## src/rtl/pipeline_hazard_ctrl.sv

```systemverilog
// pipeline_hazard_ctrl: stall/flush controller for the RV32IM 5-stage pipe.
// Handles load-use bubbles, taken-branch squashes and multi-cycle DIV/REM.
//
// Ports:
//   CLK, RESET                 clock, synchronous active-high reset
//   ID_RS1/RS2, ID_USES_RS1/2  source operands of the instruction in ID
//   EX_ADD, EX_MR, EX_REG_EN   destination/load info of the instruction in EX
//   EX_DIV                     EX holds a DIV/DIVU/REM/REMU
//   BR_TAKEN                   branch/jump in EX resolved taken
//   CNT_CLR                    clears both event counters
//   PC_STALL, IFID_STALL       hold PC and IF/ID
//   IFID_FLUSH, IDEX_FLUSH     squash IF/ID and ID/EX
//   IDEX_STALL, EXMEM_BUBBLE   hold ID/EX, bubble EX/MEM during division
//   DIV_START, DIV_BUSY        divider start pulse and wait-state flag
//   STALL_CNT, FLUSH_CNT       saturating event counters
module pipeline_hazard_ctrl #(
   parameter int DIV_LATENCY = 4,
   parameter int CNT_W       = 16
) (
   input  logic             CLK,
   input  logic             RESET,
   input  logic [4:0]       ID_RS1,
   input  logic [4:0]       ID_RS2,
   input  logic             ID_USES_RS1,
   input  logic             ID_USES_RS2,
   input  logic [4:0]       EX_ADD,
   input  logic [1:0]       EX_MR,
   input  logic             EX_REG_EN,
   input  logic             EX_DIV,
   input  logic             BR_TAKEN,
   input  logic             CNT_CLR,
   output logic             PC_STALL,
   output logic             IFID_STALL,
   output logic             IFID_FLUSH,
   output logic             IDEX_STALL,
   output logic             IDEX_FLUSH,
   output logic             EXMEM_BUBBLE,
   output logic             DIV_START,
   output logic             DIV_BUSY,
   output logic [CNT_W-1:0] STALL_CNT,
   output logic [CNT_W-1:0] FLUSH_CNT
);

   localparam int DW = $clog2(DIV_LATENCY);
   localparam logic [DW-1:0] DLOAD = DW'(DIV_LATENCY - 2);

   typedef enum logic {RUN, DIV_WAIT} state_t;

   state_t        state, state_nxt;
   logic [DW-1:0] dcnt, dcnt_nxt;
   logic          lu;
   logic          hit1, hit2;

   assign hit1 = ID_USES_RS1 && (ID_RS1 == EX_ADD);
   assign hit2 = ID_USES_RS2 && (ID_RS2 == EX_ADD);
   assign lu   = (EX_MR != 2'b00) && EX_REG_EN &&
                 (EX_ADD != 5'd0) && (hit1 || hit2);

   always_comb begin
      state_nxt    = state;
      dcnt_nxt     = dcnt;
      PC_STALL     = 1'b0;
      IFID_STALL   = 1'b0;
      IFID_FLUSH   = 1'b0;
      IDEX_STALL   = 1'b0;
      IDEX_FLUSH   = 1'b0;
      EXMEM_BUBBLE = 1'b0;
      DIV_START    = 1'b0;
      DIV_BUSY     = 1'b0;
      if (!RESET) begin
         unique case (state)
            RUN: begin
               if (BR_TAKEN) begin
                  IFID_FLUSH = 1'b1;
                  IDEX_FLUSH = 1'b1;
               end else if (EX_DIV) begin
                  DIV_START    = 1'b1;
                  PC_STALL     = 1'b1;
                  IFID_STALL   = 1'b1;
                  IDEX_STALL   = 1'b1;
                  EXMEM_BUBBLE = 1'b1;
                  dcnt_nxt     = DLOAD;
                  state_nxt    = DIV_WAIT;
               end else if (lu) begin
                  PC_STALL   = 1'b1;
                  IFID_STALL = 1'b1;
                  IDEX_FLUSH = 1'b1;
               end
            end
            DIV_WAIT: begin
               DIV_BUSY = 1'b1;
               // Last EX cycle releases the pipe so EX/MEM takes the result.
               if (dcnt != '0) begin
                  PC_STALL     = 1'b1;
                  IFID_STALL   = 1'b1;
                  IDEX_STALL   = 1'b1;
                  EXMEM_BUBBLE = 1'b1;
                  dcnt_nxt     = dcnt - 1'b1;
               end else begin
                  state_nxt = RUN;
               end
            end
            default: state_nxt = RUN;
         endcase
      end
   end

   always_ff @(posedge CLK) begin
      if (RESET) begin
         state <= RUN;
         dcnt  <= '0;
      end else begin
         state <= state_nxt;
         dcnt  <= dcnt_nxt;
      end
   end

   always_ff @(posedge CLK) begin
      if (RESET || CNT_CLR) begin
         STALL_CNT <= '0;
         FLUSH_CNT <= '0;
      end else begin
         if (PC_STALL && (STALL_CNT != '1))
            STALL_CNT <= STALL_CNT + CNT_W'(1);
         if (IFID_FLUSH && (FLUSH_CNT != '1))
            FLUSH_CNT <= FLUSH_CNT + CNT_W'(1);
      end
   end

endmodule

```

## config.mk

```make
export PLATFORM = sky130hd
export DESIGN_NAME = pipeline_hazard_ctrl
export DESIGN_NICKNAME = d
export VERILOG_FILES = /design/src/rtl/pipeline_hazard_ctrl.sv
export SDC_FILE = /design/constraint.sdc
export NUM_CORES = 1
export LEC_CHECK = 0
export CAP_MARGIN = 20
export CORE_AREA = 5 5 77 65
export CTS_CLUSTER_DIAMETER = 200
export DETAILED_ROUTE_END_ITERATION = 7
export DIE_AREA = 0 0 82 70
export PLACE_DENSITY = 0.87
export SETUP_SLACK_MARGIN = 0.5
export SYNTH_ARGS = -nofsm -noshare
export SYNTH_HDL_FRONTEND = slang
export SYNTH_SLANG_ARGS = --single-unit
```

## constraint.sdc

```tcl
create_clock -name CLK -period 3.5 [get_ports CLK]
set_input_delay 0.7 -clock CLK [delete_from_list [all_inputs] [get_ports CLK]]
set_output_delay 0.7 -clock CLK [all_outputs]
set_load 0.005 [all_outputs]
```

==> results.txt <==
By area the synthesized netlist is led by sky130_fd_sc_hd__dfxtp_1 (35%), sky130_fd_sc_hd__xnor2_1 (6.1%), sky130_fd_sc_hd__xor2_1 (4.8%), sky130_fd_sc_hd__nor2_1 (4.7%), sky130_fd_sc_hd__nand4_1 (4.4%). Summing the areas of all and, or, nand and nor instances in the mapped netlist gives 30.94% of the synthesized area. The number of enable-type register cells in the synthesized netlist is 0.

The number of antenna violations at the first check in global routing was 0. The maximum operating frequency is 344.6 MHz. After detailed routing, the number of remaining DRC violations is 0. For the final database, setup skew stands at roughly 0.0083 ns. The delay of the slowest cell on the worst path came out at around 0.54 ns. The count of mapped cells out of synthesis came out at 237. By area, the combinational part of the netlist is dominated by simple AND/OR/NAND/NOR gates.

The final wirelength came out at 5.267 mm. The utilization after layout came out at 68.65%. The wire length of the first global-routing pass is 8.970 mm.

The total die area is 5740 sq um. Dividing the detail-routed via count by the number of cells gives 5.475. The area added between synthesis and finish is 40.56%. Clock latency on the worst-skew pair, taken at its later pin, is 0.29 ns. The worst setup path is captured at a primary output. The total setup violations reported at the end of the flow came out at 0. After layout, the worst path uses ~83% of the clock period.

The global placer's final weighted congestion is 0.9287. The worst setup slack before clock tree synthesis is 0.1111 ns. Along the worst path, the maximum fanout reaches 3. The worst min-delay path category is register to register. The die height came out at approximately 70 um. IR analysis of the VDD net gives a maximum drop of 250.3 uV.

The number of buffers inserted by port buffering is 64. Entering global routing, the biggest net connects 26 pins. The die outline width came out at 82 um. The sequential fraction of the synthesis area came out at 35.00%.

The total routing resource utilization after global routing came out at 19.59%. Summing the areas of all compound-gate instances in the mapped netlist gives 14.38% of the synthesized area. Detailed placement finished with a half-perimeter wire length of 3.925 mm. The flop and latch count out of synthesis came out at 35.

The proportion of synthesized flip-flops having asynchronous set or reset is 0%. The transition time of the tightest slew-check pin is 0.6758 ns. Clock-pin slew was measured on the worst setup and hold paths at 0.07 ns. The critical-path cell with the highest stage delay is sky130_fd_sc_hd__or4_4.

The count of final max-slew check failures is 0. The most used flip-flop cell after synthesis is sky130_fd_sc_hd__dfxtp_1. The core region area came out at 4099 sq um. The count of cells in the finished layout, fillers not included, comes to approximately 360. The number of primary I/O pins is 65. The worst setup path is of the input pin to primary output kind.

The worst-case hold slack came out at 0.4792 ns. The TritonCTS buffer count is 5. Hold repair after CTS inserted 0 buffers. Across the run, the number of max-cap violations was 0. The post-synthesis area per instance is 8.447 sq um. The area of the mapped netlist is approximately 2000 sq um. The largest total area in the synthesized netlist belongs to sky130_fd_sc_hd__dfxtp_1. The share of synthesized cell area in full adder, half adder and majority cells came out at 1.875%. The share of synthesized area spent on multiplexers is 2.500%. The hold violation count in the final report was 0. Cells with a size suffix above 1 make up 10.10% of the layout.

Across all setup checks in the final design, the least slack found is around 0.6 ns. The number of antenna diodes in the final layout is 0. Subtracting the final worst setup slack from the clock period gives 2.902 ns. The worst pin sits at a relative slew slack of 54.53%.

The worst endpoint required time came out at between 2 and 3 ns. The sum of internal, switching and leakage power is 812.9 uW. In this run, distinct cell masters in the synthesized netlist total 49.

The net count of the finished layout is 335. The cell sitting at the root of the clock tree is a sky130_fd_sc_hd__clkbuf_8. The detailed router placed 1993 vias in this run.

The number of sinks on the clock net is 35. The clock tree synthesis step divided the H-tree into 2 levels. The floorplan has 21 rows. The initial core utilization came out at 48.84%.

The total congestion overflow after global routing is 0. Adding up every negative setup slack in the final design gives 0 ns. The via count of the first global-routing pass came out at 1946. The share of synthesized area in the top cell type comes to around a third. The flow ran to the end, and the final reports show no timing, DRC or antenna violations. The placed instance count came out at 353. The post-route standard cell area excluding fillers came out at 2814 sq um. The routed wire length per instance is 14.47 um. After the first detailed-routing iteration, the DRC count stood at 197. Setup repair after global routing left no endpoint under its margin. The total power divided by cell area is ~290 nW/um^2. The worst path arrival time is 2.20 ns.

The total leakage power is 0.9864 nW. TritonCTS built the clock tree. No sink is reached through more buffers than the 2 on the longest clock path. The count of TritonRoute iterations in the first routing pass came out at 4. Summing the areas of all xor and xnor instances in the mapped netlist gives 10.94% of the synthesized area. The number of warnings printed during yosys synthesis is 0. The count of nets left with antenna violations once routing finished came out at 0. The cell area reported after detailed placement is between 2000 and 3000 sq um. The category of the worst setup path launch point is an input pin. The net count after synthesis came out at approximately 270. The signal on the critical path passes through dlygate4sd2_1 > or4_4 > o221ai_4 > buf_6 > a2111oi_4 > a21oi_4 > inv_2 > buf_2.
## synth_stat cells, types with 2 or more instances
cell type	n
sky130_fd_sc_hd__dfxtp_1	35
sky130_fd_sc_hd__nor2_1	25
sky130_fd_sc_hd__nand2_1	22
sky130_fd_sc_hd__nand3_1	14
sky130_fd_sc_hd__nand4_1	14
sky130_fd_sc_hd__xnor2_1	14
sky130_fd_sc_hd__or3_1	11
sky130_fd_sc_hd__xor2_1	11
sky130_fd_sc_hd__nor3_1	8
sky130_fd_sc_hd__a21oi_1	7
sky130_fd_sc_hd__inv_1	6
sky130_fd_sc_hd__clkbuf_1	5
sky130_fd_sc_hd__mux2i_1	5
sky130_fd_sc_hd__and3_1	4
sky130_fd_sc_hd__and4_1	4
sky130_fd_sc_hd__nor4_1	4
sky130_fd_sc_hd__buf_4	3
sky130_fd_sc_hd__ha_1	3
sky130_fd_sc_hd__o311ai_0	3
sky130_fd_sc_hd__o41ai_1	3
sky130_fd_sc_hd__or4_1	3
sky130_fd_sc_hd__a211oi_1	2
sky130_fd_sc_hd__a31o_1	2
sky130_fd_sc_hd__a31oi_1	2
sky130_fd_sc_hd__o21ai_0	2
sky130_fd_sc_hd__or2_2	2
## timing repair
item	in CTS	in global routing
pin swaps	5	3
setup endpoints to repair	5	3
resized for setup	15	2
setup buffers	3	1
## layer usage
layer / up-vias / routed length [um] / track usage [%]
met5: - / 0 / 0
met4: 0 / 101 / 7.565
met3: 8 / 275 / 4.113
met2: 66 / 2485 / 29.87
met1: 922 / 2405 / 26.74
li1: 997 / - / -
## sequential cells by signal, indices dropped and copies added, names as in the netlist
name and count:
FLUSH_CNT 16, state 1, dcnt 2, STALL_CNT 16
## cells by family after synthesis
group,after synthesis
AOI/OAI and AO/OA,33
xor gates and xnor gates,25
adders and majority gates,3
buffers and inverters,18
DFF,35
muxes,5
and+or+nand+nor,118
## worst max-delay path, delay by kind of cell
family | cells | cell delay [ns]
simple gates | 1 | 0.54
buf+inv | 4 | 0.56
compound gates | 3 | 0.39
## where the power goes
| group | switching [mW] | internal [mW] |
|---|---|---|
| sequential | 0.00380 | 0.401 |
| combinational | 0.0479 | 0.0593 |
| clock | 0.147 | 0.154 |
| total | 0.198 | 0.615 |
## final timing paths
path         startpoint            to  slack, ns  depth (start not counted)
max           EX_ADD[3]      PC_STALL       0.60                          8
min             dcnt[0]       dcnt[0]       0.48                          1
max reg2reg     dcnt[0]  STALL_CNT[5]       1.21                          9
min reg2reg     dcnt[0]       dcnt[0]       0.48                          1
## cell usage in the layout (no fill, tap or decap), drive strengths merged, types with 5 or more instances in the layout
master,n
nor2,25
inv,7
buf,12
a21oi,9
xnor2,14
mux2i,5
or3,11
clkdlybuf4s50,55
xor2,11
nand4,14
nand2,22
nand3,14
dlygate4sd2,5
nor3,8
clkbuf,6
dfxtp,35
## layout make-up
type	count	area, sq um
flip-flops and latches	35	700.7
repair buffers	74	708.2
inverters	7	26.28
fillers	355	1285
multi-input cells	184	1220
well taps	57	71.32
clock buffers	6	82.58
clock inverters	1	5.005
Note: power is estimated with default switching activity, not from simulation.
